==> config.mk <==
export PLATFORM = sky130hd
export DESIGN_NAME = oclib_reset_sequencer
export DESIGN_NICKNAME = d
export VERILOG_FILES = /design/src/rtl/oclib_reset_sequencer.sv
export SDC_FILE = /design/constraint.sdc
export NUM_CORES = 1
export LEC_CHECK = 0
export CAP_MARGIN = 0
export CORE_MARGIN = 3
export CORE_UTILIZATION = 56
export CTS_BUF_LIST = sky130_fd_sc_hd__clkbuf_16
export DETAILED_ROUTE_END_ITERATION = 7
export PLACE_DENSITY_LB_ADDON = 0.05
export SKIP_CTS_REPAIR_TIMING = 1
export SYNTH_ARGS = -nofsm -noshare
export SYNTH_HDL_FRONTEND = slang
export SYNTH_SLANG_ARGS = --single-unit
==> constraint.sdc <==
create_clock -name clock -period 1.95 [get_ports clock]
set_input_delay 0.2925 -clock clock [delete_from_list [all_inputs] [get_ports clock]]
set_output_delay 0.2925 -clock clock [all_outputs]
set_load 0.005 [all_outputs]
==> src/rtl/oclib_reset_sequencer.sv <==
// Reset release sequencer: asserts all domain resets, holds them, then releases bit 0 first, one domain per stage.
// Optional OCLIB_RESET_SEQ_REVERSE_SHUTDOWN_EN: a soft request re-asserts domains top-down before replaying the release.
//
// state    | meaning
// HOLD     | all outputs asserted, counting AssertCycles
// RELEASE  | releasing outReset[idx] every StageCycles
// RUN      | all released, watching for a softReq rising edge
// SHUTDOWN | asserting outReset[idx] top-down every StageCycles (macro builds only)
module oclib_reset_sequencer #(
  parameter int Outputs      = 4,
  parameter int AssertCycles = 8,
  parameter int StageCycles  = 16
) (
  input  logic               clock,
  input  logic               resetN,
  input  logic               softReq,
  output logic               softAck,
  output logic [Outputs-1:0] outReset,
  output logic               allReleased,
  output logic               busy
);

  localparam int MaxCycles = (AssertCycles > StageCycles) ? AssertCycles : StageCycles;
  localparam int CW        = $clog2(MaxCycles + 1);
  localparam int IW        = (Outputs > 1) ? $clog2(Outputs) : 1;

  localparam logic [CW-1:0] AssertLast = CW'(AssertCycles - 1);
  localparam logic [CW-1:0] StageLast  = CW'(StageCycles - 1);
  localparam logic [IW-1:0] LastIdx    = IW'(Outputs - 1);

  localparam logic [1:0] HOLD     = 2'd0;
  localparam logic [1:0] RELEASE  = 2'd1;
  localparam logic [1:0] RUN      = 2'd2;
`ifdef OCLIB_RESET_SEQ_REVERSE_SHUTDOWN_EN
  localparam logic [1:0] SHUTDOWN = 2'd3;
`endif

  if (Outputs < 1 || AssertCycles < 1 || StageCycles < 1) begin : g_param_check
    $error("oclib_reset_sequencer: Outputs, AssertCycles and StageCycles must all be >= 1");
  end

  logic [1:0]    state;
  logic [CW-1:0] cnt;
  logic [IW-1:0] idx;
  logic          softReqQ;
  logic          softActive;
  logic          softEdge;

  assign softEdge = softReq & ~softReqQ;

  always_ff @(posedge clock or negedge resetN) begin
    if (!resetN) begin
      state       <= HOLD;
      cnt         <= '0;
      idx         <= '0;
      softReqQ    <= 1'b0;
      softActive  <= 1'b0;
      outReset    <= '1;
      allReleased <= 1'b0;
      busy        <= 1'b1;
      softAck     <= 1'b0;
    end else begin
      // the delay register samples in every state, so a level held through a sequence is never an edge
      softReqQ <= softReq;
      softAck  <= 1'b0;
      case (state)
        HOLD: begin
          if (cnt == AssertLast) begin
            cnt         <= '0;
            outReset[0] <= 1'b0;
            if (Outputs == 1) begin
              state       <= RUN;
              allReleased <= 1'b1;
              busy        <= 1'b0;
              softAck     <= softActive;
              softActive  <= 1'b0;
            end else begin
              state <= RELEASE;
              idx   <= IW'(1);
            end
          end else begin
            cnt <= cnt + 1'b1;
          end
        end
        RELEASE: begin
          if (cnt == StageLast) begin
            cnt           <= '0;
            outReset[idx] <= 1'b0;
            if (idx == LastIdx) begin
              state       <= RUN;
              allReleased <= 1'b1;
              busy        <= 1'b0;
              softAck     <= softActive;
              softActive  <= 1'b0;
            end else begin
              idx <= idx + 1'b1;
            end
          end else begin
            cnt <= cnt + 1'b1;
          end
        end
        RUN: begin
          if (softEdge) begin
            softActive  <= 1'b1;
            allReleased <= 1'b0;
            busy        <= 1'b1;
            cnt         <= '0;
`ifdef OCLIB_RESET_SEQ_REVERSE_SHUTDOWN_EN
            outReset[Outputs-1] <= 1'b1;
            if (Outputs == 1) begin
              state <= HOLD;
            end else begin
              state <= SHUTDOWN;
              idx   <= IW'((Outputs > 1) ? Outputs - 2 : 0);
            end
`else
            outReset <= '1;
            state    <= HOLD;
`endif
          end
        end
`ifdef OCLIB_RESET_SEQ_REVERSE_SHUTDOWN_EN
        SHUTDOWN: begin
          if (cnt == StageLast) begin
            cnt           <= '0;
            outReset[idx] <= 1'b1;
            if (idx == '0) begin
              state <= HOLD;
            end else begin
              idx <= idx - 1'b1;
            end
          end else begin
            cnt <= cnt + 1'b1;
          end
        end
`endif
        default: begin
          state <= HOLD;
          cnt   <= '0;
        end
      endcase
    end
  end

endmodule

==> results.txt <==
Tightest Pin Transition -> 0.418 ns
Starting density of the core -> 62.9%
Die height -> 51.2 µm
Global route overflow -> 0
Synth async-reset ratio -> 100%
Fin Clk Skew -> 0.00409 ns
First-pass iteration count of the detailed router -> 4
Setup crit end -> idx[1]
Reg2Reg Depth -> 6
Area of the multi-input gates -> 623 µm²
Fraction of layout cells with a size suffix above 1 -> 14.8%
R2R setup slack -> 0.21 ns
FF-to-FF Start -> state[0]
Longest Clk Path Bufs -> 2
GP Congestion -> 0.810
Yosys warns -> 0
#FFs+latches synth -> 18
PortBufs -> 9
WS Path Type -> register to register
Post-Syn Nets -> 131
Die X -> 51.2 µm
Clock slew at reported path FFs -> 0.05 ns
Mapped Area -> 1140 µm²
Worst skew pair latency -> 0.25 ns
Ports -> 10
Initial DRC Count -> 32
Placed instance count -> 149
Worst-path fanout max -> 5
Max_slew headroom -> 72.0%
Synth cell types -> 39
Post-Route WL -> 2.42 mm
Initial antenna violation count -> 0
First-pass GRT wire length -> 4.26 mm
Vias in the first global route -> 860
Most frequent cells in the layout -> 13 x dfrtp_1, 11 x nor2_1, 10 x nand2_1, 10 x ha_1
Vias/cell -> 6.12
Pwr/cell area -> 599 nW/µm²
Mapped Cells -> 118
Wire per inst -> 15.8 µm
Max VDD drop -> 0.528 mV
Row Count -> 15
Sequential Area -> 457 µm²
DR DRC count -> 0
Total CTS buffers -> 3
Final Cycle Share -> 89.1%
Hold Path Class -> input port to asynchronous set/reset pin
Fmax -> 575 MHz
Core area -> 1820 µm²
Status -> completed
Fin util -> 72.8%
Top FF cell, synth -> dfrtp_1
Detail Placement HPWL -> 1.77 mm
Critical Path RT -> 2.08 ns
Syn Area/Cell -> 9.70 µm²
Final Setup Violations -> 0
RR Endpoint -> idx[1]
Filler cells -> 138
Clk sink count -> 18
Fin Setup TNS -> 0 ns
Startpoint Class -> register
Kind of end point of the critical path -> register
H-tree depth -> 1
Post-synthesis sequential area ratio -> 39.9%
P&R area growth vs syn -> 15.7%
Most common cell after layout, fill and taps aside -> dfrtp_1
Max_cap viols -> 0
CP Data Arrival Time -> 1.87 ns
Slew Limit Fails -> 0
Min Tclk post-route -> 1.74 ns
Unrepaired setup endpoints after global routing -> no
Finished Layout Cells -> 153
Final nets -> 142
Vias post-DR -> 937
Clock root buffer master -> clkbuf_16
Hold Fails Final Rpt -> 0
Ant diodes -> 0
Critical Path Source -> state[0]
TritonCTS clock tree -> done
Leakage -> 0.605 nW
Routed Antenna Nets -> 0
Die ar. -> 2620 µm²
Post-synth EDFFs -> 0
Total track usage -> 22.0%
Pin count of the biggest net entering global routing -> 19
==> where the power goes <==
| group | switching (mW) | leakage (nW) | internal, mW |
|---|---|---|---|
| sequential | 0.000183 | 0.205 | 0.376 |
| clock | 0.131 | 0.0423 | 0.272 |
| combinational | 0.00969 | 0.358 | 0.00541 |
==> cells in the mapped netlist (all sizes together) (2+ instances only) <==
cell type	number	share of area, %
buf	4	3.1
o2bb2ai	3	2.3
nor2b	3	1.6
a22o	2	1.5
nor3	2	0.87
inv	6	2.0
nor4	2	1.1
o21ai	9	3.9
nand2	10	3.3
a221oi	2	1.5
nand3b	2	2.4
and2	2	1.1
clkbuf	2	0.66
ha	10	11
dfrtp	13	28
a21oi	10	5.0
dfstp	5	11
nand3	4	1.7
nor2	11	3.6
==> metal layers <==
metal	global-route usage [%]	up-vias	part of all wire [%]
met2	35.6	31	50
met3	3.21	4	4.5
met4	6.99	0	1.0
met5	0	-	0
li1	-	442	-
met1	30.5	460	44
==> stage by stage <==
step,cell area (µm²),power (mW),setup WS (ns),hold WS (ns)
after floorplan,1140,0.383,0.304,-0.00309
after global placement,1250,0.397,0.203,0.495
after detailed placement,1250,0.397,0.189,0.501
after CTS,1330,0.800,0.213,0.388
after global routing,1330,0.824,0.101,0.399
final,1330,0.794,0.212,0.381
==> sequential cells by signal, indices dropped and copies added (netlist names) <==
signal / cells
idx: 2
softReqQ: 1
outReset: 4
softAck: 1
cnt: 5
softActive: 1
busy: 1
state: 2
allReleased: 1
==> cells by family (layout without fill, tap and decap cells) <==
family | after synthesis | in the layout | share of synthesized area, %
mux | 1 | 1 | 0.984
buf+inv | 12 | 22 | 5.68
flops | 18 | 18 | 39.9
compound gates | 32 | 32 | 18.8
fa+ha+maj | 10 | 10 | 10.9
simple gates | 45 | 45 | 23.7
==> worst min-delay path by stage <==
stage,slack (ns),end,from,depth (start not counted)
floorplan,-0.003,allReleased,resetN,0
global placement,0.49,outReset[3],outReset[3],2
finish,0.38,cnt[3],resetN,2
detailed placement,0.50,outReset[3],outReset[3],2
global route,0.40,cnt[3],resetN,2
CTS,0.39,cnt[3],resetN,2
==> worst max-delay path, cell delays in order, from the launching register on <==
cell	delay (ns)
dfrtp_1	0.40
inv_1	0.11
ha_1	0.29
or3b_1	0.39
a21oi_2	0.16
nand2_1	0.07
a32o_1	0.20
==> layout make-up <==
type / instances / area share [%]
Timing Repair Buffer: 12 / 8.50
Clock inverter: 1 / 0.283
Clock buffer: 3 / 5.67
Inverter: 6 / 1.70
Sequential cell: 18 / 34.5
Tap cell: 25 / 2.36
Multi-Input combinational cell: 88 / 47.0
No activity file was read; power rests on OpenSTA's default activity.
